## config.mk

```make
export PLATFORM = sky130hd
export DESIGN_NAME = dac_spi_multi
export DESIGN_NICKNAME = d
export VERILOG_FILES = /design/src/rtl/dac_spi_multi.sv
export SDC_FILE = /design/constraint.sdc
export NUM_CORES = 1
export LEC_CHECK = 0
export ABC_AREA = 1
export CELL_PAD_IN_SITES_DETAIL_PLACEMENT = 1
export CELL_PAD_IN_SITES_GLOBAL_PLACEMENT = 2
export CORE_ASPECT_RATIO = 0.6
export CORE_MARGIN = 10
export CORE_UTILIZATION = 29
export DETAILED_ROUTE_END_ITERATION = 16
export GPL_TIMING_DRIVEN = 0
export PLACE_DENSITY = 0.9
export SETUP_SLACK_MARGIN = 0.02
export SLEW_MARGIN = 20
export SYNTH_ARGS = -nofsm -noshare
export SYNTH_HDL_FRONTEND = slang
export SYNTH_SLANG_ARGS = --single-unit
```

## constraint.sdc

```tcl
create_clock -name dataclk -period 1.95 [get_ports dataclk]
set_input_delay 0.195 -clock dataclk [delete_from_list [all_inputs] [get_ports dataclk]]
set_output_delay 0.195 -clock dataclk [all_outputs]
set_load 0.02 [all_outputs]
```

## src/rtl/dac_spi_multi.sv

```systemverilog
// SPI engine for NUM_DACS AD5662-class DACs: shared SYNC/SCLK, one DIN lane per DAC.
// One frame per start pulse: IDLE -> SHIFT -> GAP -> IDLE, all pins registered.

module dac_spi_lane #(
    parameter int DATA_WIDTH = 16,
    parameter int CTRL_BITS  = 8
) (
    input  logic                  dataclk,
    input  logic                  reset,
    input  logic                  i_load,
    input  logic                  i_shift,
    input  logic                  i_clear,
    input  logic [DATA_WIDTH-1:0] i_data,
    input  logic                  i_en,
    output logic                  o_din
);
    localparam int FRAME_BITS = CTRL_BITS + DATA_WIDTH;

    logic [FRAME_BITS-1:0] w_word;
    logic [FRAME_BITS-1:0] r_shift;
    logic                  r_din;

    // PD1 = ~en selects 100 kOhm to GND on disabled lanes; PD0 and upper pad bits stay 0
    always_comb begin
        w_word                   = '0;
        w_word[DATA_WIDTH-1:0]   = i_data;
        w_word[DATA_WIDTH+1]     = ~i_en;
    end

    always_ff @(posedge dataclk) begin
        if (reset) begin
            r_shift <= '0;
            r_din   <= 1'b0;
        end else if (i_load) begin
            r_din   <= w_word[FRAME_BITS-1];
            r_shift <= {w_word[FRAME_BITS-2:0], 1'b0};
        end else if (i_shift) begin
            r_din   <= r_shift[FRAME_BITS-1];
            r_shift <= {r_shift[FRAME_BITS-2:0], 1'b0};
        end else if (i_clear) begin
            r_din   <= 1'b0;
        end
    end

    assign o_din = r_din;
endmodule

module dac_spi_multi #(
    parameter int NUM_DACS   = 8,
    parameter int DATA_WIDTH = 16,
    parameter int CTRL_BITS  = 8,
    parameter int CLK_DIV    = 1,
    parameter int SYNC_IDLE  = 2
) (
    input  logic                           dataclk,
    input  logic                           reset,
    input  logic                           start,
    input  logic [NUM_DACS*DATA_WIDTH-1:0] dac_data,
    input  logic [NUM_DACS-1:0]            dac_en,
    output logic                           busy,
    output logic                           done,
    output logic                           overrun,
    output logic                           DAC_SYNC,
    output logic                           DAC_SCLK,
    output logic [NUM_DACS-1:0]            DAC_DIN
);
    localparam int FRAME_BITS = CTRL_BITS + DATA_WIDTH;
    localparam int BIT_W      = $clog2(FRAME_BITS);
    localparam int PH_W       = $clog2(CLK_DIV + 1);
    localparam int GAP_W      = $clog2(SYNC_IDLE + 1);

    typedef enum logic [1:0] {S_IDLE, S_SHIFT, S_GAP} state_t;

    state_t             r_state, w_state_nxt;
    logic [BIT_W-1:0]   r_bit_cnt, w_bit_nxt;
    logic [PH_W-1:0]    r_ph_cnt, w_ph_nxt;
    logic [GAP_W-1:0]   r_gap_cnt, w_gap_nxt;
    logic               r_sync, w_sync_nxt;
    logic               r_sclk, w_sclk_nxt;
    logic               r_busy, w_busy_nxt;
    logic               r_done, w_done_nxt;
    logic               r_overrun;
    logic               w_load, w_shift, w_clear;
    logic               w_ph_end, w_bit_end, w_last;
    logic [NUM_DACS-1:0] w_din;

    assign w_ph_end  = (r_ph_cnt == '0);
    assign w_bit_end = w_ph_end && !r_sclk;
    assign w_last    = (r_bit_cnt == '0);

    always_ff @(posedge dataclk) begin
        if (reset) begin
            r_state   <= S_IDLE;
            r_bit_cnt <= '0;
            r_ph_cnt  <= '0;
            r_gap_cnt <= '0;
            r_sync    <= 1'b1;
            r_sclk    <= 1'b0;
            r_busy    <= 1'b0;
            r_done    <= 1'b0;
            r_overrun <= 1'b0;
        end else begin
            r_state   <= w_state_nxt;
            r_bit_cnt <= w_bit_nxt;
            r_ph_cnt  <= w_ph_nxt;
            r_gap_cnt <= w_gap_nxt;
            r_sync    <= w_sync_nxt;
            r_sclk    <= w_sclk_nxt;
            r_busy    <= w_busy_nxt;
            r_done    <= w_done_nxt;
            r_overrun <= r_overrun | (start & r_busy);
        end
    end

    always_comb begin
        w_state_nxt = r_state;
        case (r_state)
            S_IDLE:  if (start) w_state_nxt = S_SHIFT;
            S_SHIFT: if (w_bit_end && w_last) w_state_nxt = S_GAP;
            S_GAP:   if (r_gap_cnt == '0) w_state_nxt = S_IDLE;
            default: w_state_nxt = S_IDLE;
        endcase
    end

    // Each bit: CLK_DIV cycles SCLK high, then CLK_DIV low; DIN advances only on the rise
    always_comb begin
        w_sync_nxt = 1'b1;
        w_sclk_nxt = 1'b0;
        w_busy_nxt = 1'b0;
        w_done_nxt = 1'b0;
        w_bit_nxt  = r_bit_cnt;
        w_ph_nxt   = r_ph_cnt;
        w_gap_nxt  = r_gap_cnt;
        w_load     = 1'b0;
        w_shift    = 1'b0;
        w_clear    = 1'b0;
        case (r_state)
            S_IDLE: begin
                if (start) begin
                    w_load     = 1'b1;
                    w_sync_nxt = 1'b0;
                    w_sclk_nxt = 1'b1;
                    w_busy_nxt = 1'b1;
                    w_bit_nxt  = BIT_W'(FRAME_BITS - 1);
                    w_ph_nxt   = PH_W'(CLK_DIV - 1);
                end
            end
            S_SHIFT: begin
                w_sync_nxt = 1'b0;
                w_sclk_nxt = r_sclk;
                w_busy_nxt = 1'b1;
                if (!w_ph_end) begin
                    w_ph_nxt = r_ph_cnt - 1'b1;
                end else if (r_sclk) begin
                    w_sclk_nxt = 1'b0;
                    w_ph_nxt   = PH_W'(CLK_DIV - 1);
                end else if (w_last) begin
                    w_sync_nxt = 1'b1;
                    w_sclk_nxt = 1'b0;
                    w_done_nxt = 1'b1;
                    w_clear    = 1'b1;
                    w_gap_nxt  = GAP_W'(SYNC_IDLE - 1);
                end else begin
                    w_sclk_nxt = 1'b1;
                    w_shift    = 1'b1;
                    w_bit_nxt  = r_bit_cnt - 1'b1;
                    w_ph_nxt   = PH_W'(CLK_DIV - 1);
                end
            end
            S_GAP: begin
                if (r_gap_cnt != '0) begin
                    w_busy_nxt = 1'b1;
                    w_gap_nxt  = r_gap_cnt - 1'b1;
                end
            end
            default: ;
        endcase
    end

    for (genvar g = 0; g < NUM_DACS; g++) begin : g_lane
        dac_spi_lane #(
            .DATA_WIDTH (DATA_WIDTH),
            .CTRL_BITS  (CTRL_BITS)
        ) u_lane (
            .dataclk (dataclk),
            .reset   (reset),
            .i_load  (w_load),
            .i_shift (w_shift),
            .i_clear (w_clear),
            .i_data  (dac_data[g*DATA_WIDTH +: DATA_WIDTH]),
            .i_en    (dac_en[g]),
            .o_din   (w_din[g])
        );
    end

    assign busy     = r_busy;
    assign done     = r_done;
    assign overrun  = r_overrun;
    assign DAC_SYNC = r_sync;
    assign DAC_SCLK = r_sclk;
    assign DAC_DIN  = w_din;
endmodule
```

Word-level counts from Yosys, hierarchy flattened
Index checks and enable logic that the tools add are counted.
{"block": "word_totals", "ff_bits": 207, "input_bits": 139, "out_inout_bits": 13, "wordCells": 131}
{"block": "classes", "addsub": 3, "eq_ne": 10, "n_mux": 58, "bitwise": 11, "reduce_logical": 16}
{"operator": "$mux W19", "n": 16}
{"operator": "$mux W1", "n": 24}
{"operator": "$mux W5", "n": 4}
{"operator": "$ne A2 B2 Y1 const B", "n": 8}
{"operator": "$mux W2", "n": 7}
{"operator": "$pmux W5 S2", "n": 1}
{"operator": "$reduce_and A5 Y1", "n": 2}
{"operator": "$reduce_bool A2 Y1", "n": 5}
{"operator": "$not A1 Y1", "n": 9}
{"operator": "$pmux W1 S2", "n": 3}
{"operator": "$pmux W2 S3", "n": 1}
{"operator": "$logic_not A5 Y1", "n": 1}
{"operator": "$sub A5 B1 Y5 const B", "n": 1}
{"operator": "$logic_not A2 Y1", "n": 2}
{"operator": "$pmux W2 S2", "n": 1}
{"operator": "$pmux W1 S3", "n": 1}
{"operator": "$reduce_and A3 Y1", "n": 1}
{"operator": "$eq A2 B1 Y1 const B", "n": 1}
{"operator": "$eq A2 B2 Y1 const B", "n": 1}
{"operator": "$logic_and A1 B1 Y1", "n": 2}
{"operator": "$reduce_and A2 Y1", "n": 1}
{"operator": "$reduce_or A2 Y1", "n": 1}
{"operator": "$sub A2 B1 Y2 const B", "n": 1}
{"operator": "$and A1 B1 Y1", "n": 1}
{"operator": "3 further kinds", "n": 3}

Longest topological paths before layout
Gate-level depths: netlist of run 1.
{"block": "logic_depth", "ltp_word": 7, "depth_mapped": 9, "depth_no_buf": 8}

Hierarchy
Synthesis of run 1 repeated with hierarchy kept, for this count alone.
{"block": "unflattened", "hier_cells": 1374, "hier_area_um2": 10110.9}
{"mod": "dac_spi_lane", "n_inst": 8, "cells_each": 160, "area_per_inst_um2": 1177.4}
{"mod": "dac_spi_multi", "n_inst": 1, "cells_each": 94, "area_per_inst_um2": 691.9}

Least setup slack after synthesis of run 1
Ideal clock, no wire load.
{"block": "synth_path", "path_type": "flip-flop to flip-flop", "from": "register r_bit_cnt[0]", "to": "register g_lane[1].u_lane.r_shift[11]", "arrival_time_ps": 1350, "required_time_ps": 1880, "path_slack_ps": 529, "stages_incl_launch_ff": 9, "n_path_buf": 2, "period_less_slack_ps": 1421, "path_cell_list": "dfxtp_1 -> inv_1 -> ha_1 -> nand3_1 -> nand2_2 -> buf_4 -> buf_2 -> nand3_1 -> a21oi_1"}
{"block": "synth_between", "elab_chain_len": 6}
{"element": "start: declaration", "line": "75", "text": "logic [BIT_W-1:0] r_bit_cnt, w_bit_nxt;"}
{"element": "start signal: assignment", "line": "104", "text": "r_bit_cnt <= w_bit_nxt;"}
{"element": "$logic_not A5 Y1", "line": "89", "text": "assign w_last = (r_bit_cnt == '0);"}
{"element": "$mux W1", "line": "157", "text": "end else if (w_last) begin"}
{"element": "$mux W1", "line": "154", "text": "end else if (r_sclk) begin"}
{"element": "$mux W1", "line": "152", "text": "if (!w_ph_end) begin"}
{"element": "$mux W1", "line": "137", "text": "case (r_state)"}
{"element": "$reduce_bool A2 Y1 (no source line)"}
{"element": "end signal: assignment", "line": "36", "text": "r_shift <= {w_word[FRAME_BITS-2:0], 1'b0};"}
{"element": "end signal: assignment", "line": "39", "text": "r_shift <= {r_shift[FRAME_BITS-2:0], 1'b0};"}
{"element": "end: declaration", "line": "20", "text": "logic [FRAME_BITS-1:0] r_shift;"}
Every way passes these cells.
A chain may end at the register's enable or synchronous reset.

Worst setup path in the final report of run 1
{"block": "layout_path", "from": "register r_sclk, in the netlist DAC_SCLK", "to": "output DAC_SCLK"}
{"element": "start: declaration", "line": "79", "text": "logic r_sclk, w_sclk_nxt;"}
{"element": "start signal: assignment", "line": "108", "text": "r_sclk <= w_sclk_nxt;"}
{"element": "end: declaration", "line": "64", "text": "output logic DAC_SCLK,"}
No word-level cell between the ends.

==> results of run 1 <==
cells in the final DEF (no fill, tap or decap), drive strengths merged:
cell type	instances
nand2	396
nand3	231
dfxtp	206
a21oi	178
clkdlybuf4s50	150
inv	126
buf	82
clkbuf	63
nor2	51
o21ai	31
clkinv	5
nor3	3
ha	2
diode	1
nand3b	1
xnor2	1
o211ai	1
nand4	1
nor4	1
bufinv	1
report_power, final:
part | internal, mW | switching, mW
sequential | 4.57 | 0.217
combinational | 0.976 | 1.67
clock | 2.60 | 1.80
total | 8.15 | 3.68
routing by layer:
metal | part of all wire (%) | up-vias | track usage (%)
met5 | 0 | - | 0
met4 | 1.7 | 0 | 2.90
met3 | 3.9 | 34 | 2.76
met2 | 43 | 143 | 24.7
met1 | 51 | 4257 | 22.0
li1 | - | 4630 | -
per-stage QoR:
| stage | hold slack (ns) | total power [mW] | worst slack (ns) |
|---|---|---|---|
| finish | 0.279 | 11.8 | 0.0906 |
| global route | 0.305 | 12.5 | 0.0320 |
| CTS | 0.277 | 11.9 | 0.00271 |
| detailed placement | 0.452 | 7.48 | -0.325 |
| global placement | 0.445 | 7.41 | -0.307 |
| floorplan | 0.336 | 6.43 | 0.529 |
path summary, 6_finish.rpt:
kind / startpoint / end / slack [ns] / cells past startpoint
max reg2reg: r_bit_cnt[0] / g_lane[5].u_lane.r_shift[18] / 0.15 / 8
min: dac_data[48] / g_lane[3].u_lane.r_shift[1] / 0.28 / 3
max: DAC_SCLK / DAC_SCLK / 0.09 / 1
min reg2reg: g_lane[2].u_lane.r_shift[19] / g_lane[2].u_lane.r_shift[20] / 0.45 / 2
final cells by class:
cell class | instances | area [um2]
Clock buffer | 33 | 693
Inverter | 125 | 469
Sequential cell | 206 | 4120
Fill cell | 3936 | 19200
Timing Repair Buffer | 150 | 1500
Antenna cell | 1 | 2.50
Tap cell | 416 | 520
Clock inverter | 7 | 70.1
Multi-Input combinational cell | 897 | 3990
Buffer | 112 | 656
sequential cells by signal, indices dropped and copies added (netlist names):
register               flops
done                       1
g_lane.u_lane.r_shift    184
r_gap_cnt                  2
DAC_SCLK                   1
g_lane.u_lane.o_din        8
DAC_SYNC                   1
r_bit_cnt                  5
overrun                    1
busy                       1
r_state                    2
logic make-up after synthesis:
family | Yosys count | share of synthesized area [%]
simple gates | 684 | 31.5
fa+ha+maj | 2 | 0.272
compound gates | 210 | 11.5
flops | 206 | 44.9
buf+inv | 237 | 11.8
xor+xnor | 1 | 0.0954
repair_timing:
item / in CTS / in global routing
resized for setup: 4 / 17
endpoints found under the setup margin: 20 / 174
hold buffers: 0 / 0
==> flow_summary.ini, run 1 <==
[run_status]
status = completed

[worst_setup_path]
cp-end-kind = primary output
crit_required_ns = 1.75
crit_family = buffers and inverters
start_kind = flop
critPathBufInv = 1
critPathArrivalTime_ns = 1.66
crit_slowest_cell = clkdlybuf4s50_1
crit_chain = clkdlybuf4s50_1
path_class = flop to primary output
slowest_delay_ns = 0.69
critPathMaxFanout = 5

[sta]
timing.final.crit_period_ns = 1.86
finalSetupViolCount = 0
rsz0062_at_grt = no
tightest_slew_ns = 0.654
fin_setup_tns_ns = 0
final.setup_skew_ns = 0.0110
slew_violations = 0
relSlewSlack_pct = 56.4
clock.fmax_mhz = 538
period_share_pct = 95.4
hold_viol = 0

[synthesis]
yosysWarnings = 0
syn_nets = 1481
synth_cell_types = 24
async_reset_ff_share_pct = 0
ys_top_cells_by_area = dfxtp_1 45%, nand2_1 16%, nand3_1 13%
avgSynthCellArea_um2 = 6.85
synth_top_area_share_pct = 44.9
synth_top_cell_by_area = dfxtp_1
synth_area_um2 = 9190
yosys.cell_count.top_type = nand2_1
synthTopCellsByCount = 393 x nand2_1, 230 x nand3_1, 206 x dfxtp_1
synth_edf_count = 0
yosysSeqAreaShare_pct = 44.9
ys.flop_type = dfxtp_1
syn_inst = 1340
synth_seq_cells = 206

[floorplan]
rows = 50
dieArea_um2 = 39400
ios = 152
start_util_pct = 29.4
fp.dieH_um = 158
coreArea_um2 = 31200
die_w_um = 250

[place]
dp.final_hpwl_mm = 23.6
gp_congestion = 0.793
placedCellCount = 1906
io_buffer_count = 150
postPlaceCellArea_um2 = 11200

[grt]
grt_pass1_vias = 9237
antenna_found_initial = 1
grt_use_total_pct = 15.7
grt_pass1_wl_mm = 50.5
grt_max_degree = 14
grt_overflow = 0

[layout]
fin_nets = 1656
layoutNonFillerInstCount = 1947
area_growth_pct = 30.9
post-route-cell-area_um2 = 12000
drive_gt1_share_pct = 9.22
finish.utilization_pct = 38.5

[route]
final_antenna_net_count = 0
wl_mm = 31.9
drc_errors = 0
drt_pre_antenna_iters = 6
drtIter0Drc = 578
num_vias = 9064
vias_per_cell = 4.66
routedWlPerCell_um = 16.4

[clock_network]
htree_levels = 1
cts_setup_buffers = 0
cts_made_buffers = 23
clkLatencyLatePin_ns = 0.51
clk_path_buf_depth = 3
root_buffer = clkbuf_16
numClockSinks = 206
tritoncts = yes
clk_pin_slew_ns = 0.06

[min_path]
hp-class = primary input to flop

[run]
maxCapViolations = 0

[pwr]
vdd_drop_max_mv = 0.554
power.density_nw_per_um2 = 983
p_leak_nw = 4.94
Power figures use the tool's default switching activity.
==> run 2: changes to the inputs <==
- CORE_ASPECT_RATIO: 0.6 -> 1.1
==> run 2 against run 1 <==
Total power up 1.4%. Cell area up 0.37%. Combinational power down 3%. Wire length down 6.7%. Sequential share of layout area down 0.13 points. Global-route usage down 1.1 points. Clock power up 5.7%. Register-to-register slack better by 0.02 ns. Worst setup slack better by 0.081 ns. Critical endpoint is now g_lane[0].u_lane.r_shift[9].
==> flow_summary.ini, run 2 (synthesis results as in run 1) <==
[pwr]
vdd_drop_max_mv = 0.684
pwr-share-seq_pct = 39.8
pwr-share-clk_pct = 38.8
intPower_mw = 8.39
p_leak_nw = 4.98
pwr-share-comb_pct = 21.4
power.density_nw_per_um2 = 994
finalPower_mw = 12.0
switching_share_pct = 30.1
p_sw_mw = 3.61

[layout]
drive_gt1_share_pct = 9.39
regMostFlops = g_lane.u_lane.r_shift
largest_reg_flops = 184
num_antenna_cells = 0
fin_nets = 1657
layout_common_cells = 393 x nand2_1, 229 x nand3_1, 206 x dfxtp_1
post-route-cell-area_um2 = 12100
mostFrequentLayoutCell = nand2_1
area_growth_pct = 31.4

[route]
routedWlPerCell_um = 15.2
wl_mm = 29.7
drc_errors = 0
drt_pre_antenna_iters = 4
drtIter0Drc = 435
num_vias = 9090
final_antenna_net_count = 0
vias_per_cell = 4.65

[sta]
worst_slack_ns = 0.172
fin_setup_tns_ns = 0
hold_viol = 0
relSlewSlack_pct = 59.6
tightest_slew_ns = 0.607
period_share_pct = 91.2
final.setup_skew_ns = 0.0160
timing.final.crit_period_ns = 1.78
clock.fmax_mhz = 562
finalSetupViolCount = 0
slew_violations = 0
rsz0062_at_grt = no
hold_slack_ns = 0.285

[clock_network]
clkLatencyLatePin_ns = 0.51
ctsHoldBuffers = 0
tritoncts = yes
cts_resized = 1
cts_made_buffers = 24
numClockSinks = 206
root_buffer = clkbuf_16
cts_setup_buffers = 0
clk_pin_slew_ns = 0.06
clk_path_buf_depth = 3
htree_levels = 1

[place]
dp.final_hpwl_mm = 21.5
pre_cts_slack_ns = -0.204
io_buffer_count = 150
postPlaceCellArea_um2 = 11200
gp_congestion = 0.772

[grt]
grt_pass1_vias = 9314
grt_overflow = 0
grt_max_degree = 13
grt_pass1_wl_mm = 47.2
grt_use_total_pct = 14.6
antenna_found_initial = 1

[worst_setup_path]
crit_chain = inv_1 > ha_1 > nand3_2 > nand2_4 > buf_4 > buf_2 > nand3_1 > a21oi_1
r2r_slack_ns = 0.17
cp-end-kind = flop
path_class = flop to flop
start_kind = flop
slowest_delay_ns = 0.29
critPathMaxFanout = 10
crit_slowest_cell = dfxtp_1
crit_required_ns = 2.38
critPathArrivalTime_ns = 2.21

[floorplan]
die_w_um = 190
fp.dieH_um = 207
ios = 152
coreArea_um2 = 31300
start_util_pct = 29.3
rows = 68
dieArea_um2 = 39200

[run_status]
status = completed

[min_path]
hp-class = primary input to flop

[run]
maxCapViolations = 0
## run 2: power groups by stage
stage	logic (mW)	clock network (mW)	registers [mW]
4_1_cts	2.59	4.77	4.77
6_report	2.57	4.65	4.78
5_1_grt	2.89	4.96	4.82
2_1_floorplan	1.62	0	4.81
3_5_place_dp	2.58	0	4.86
3_3_place_gp	2.54	0	4.85
## run 2: through the flow
step                      utilization (%)  instances
after floorplan                         -       1340
after global placement               35.8       1910
after detailed placement             35.8       1910
after CTS                            38.5       1954
after global routing                 38.6       1954
final                                38.6       1954
## run 2: area by class of cell
type,instances,area [um2]
inverters,125,469
clock buffers,35,733
well taps,420,526
clock inverters,9,95.1
plain buffers,112,631
multi-input cells,897,3990
flip-flops and latches,206,4120
repair buffers,150,1500
fillers,4000,19200
## run 2: worst max-delay path, delay by kind of cell, from the launching register on
kind	cells	cell delay [ns]
adders and majority gates	1	0.26
AOI/OAI and AO/OA	1	0.17
buffers and inverters	3	0.59
DFF	1	0.29
and+or+nand+nor	3	0.40
## run 2: path summary, 6_finish.rpt
kind                                start                            to  cells past startpoint
min                          dac_data[48]   g_lane[3].u_lane.r_shift[1]                      3
min reg2reg  g_lane[2].u_lane.r_shift[18]  g_lane[2].u_lane.r_shift[19]                      2
max                          r_bit_cnt[0]   g_lane[0].u_lane.r_shift[9]                      8
max reg2reg                  r_bit_cnt[0]   g_lane[0].u_lane.r_shift[9]                      8
## run 2: layer usage
metal  vias to the layer above  wire, um  global-route usage, %
li1                       4639         -                      -
met5                         -        12                      0
met1                      4272     13200                   17.3
met3                        44       968                   2.32
met2                       133     14900                   26.6
met4                         2       627                   3.91
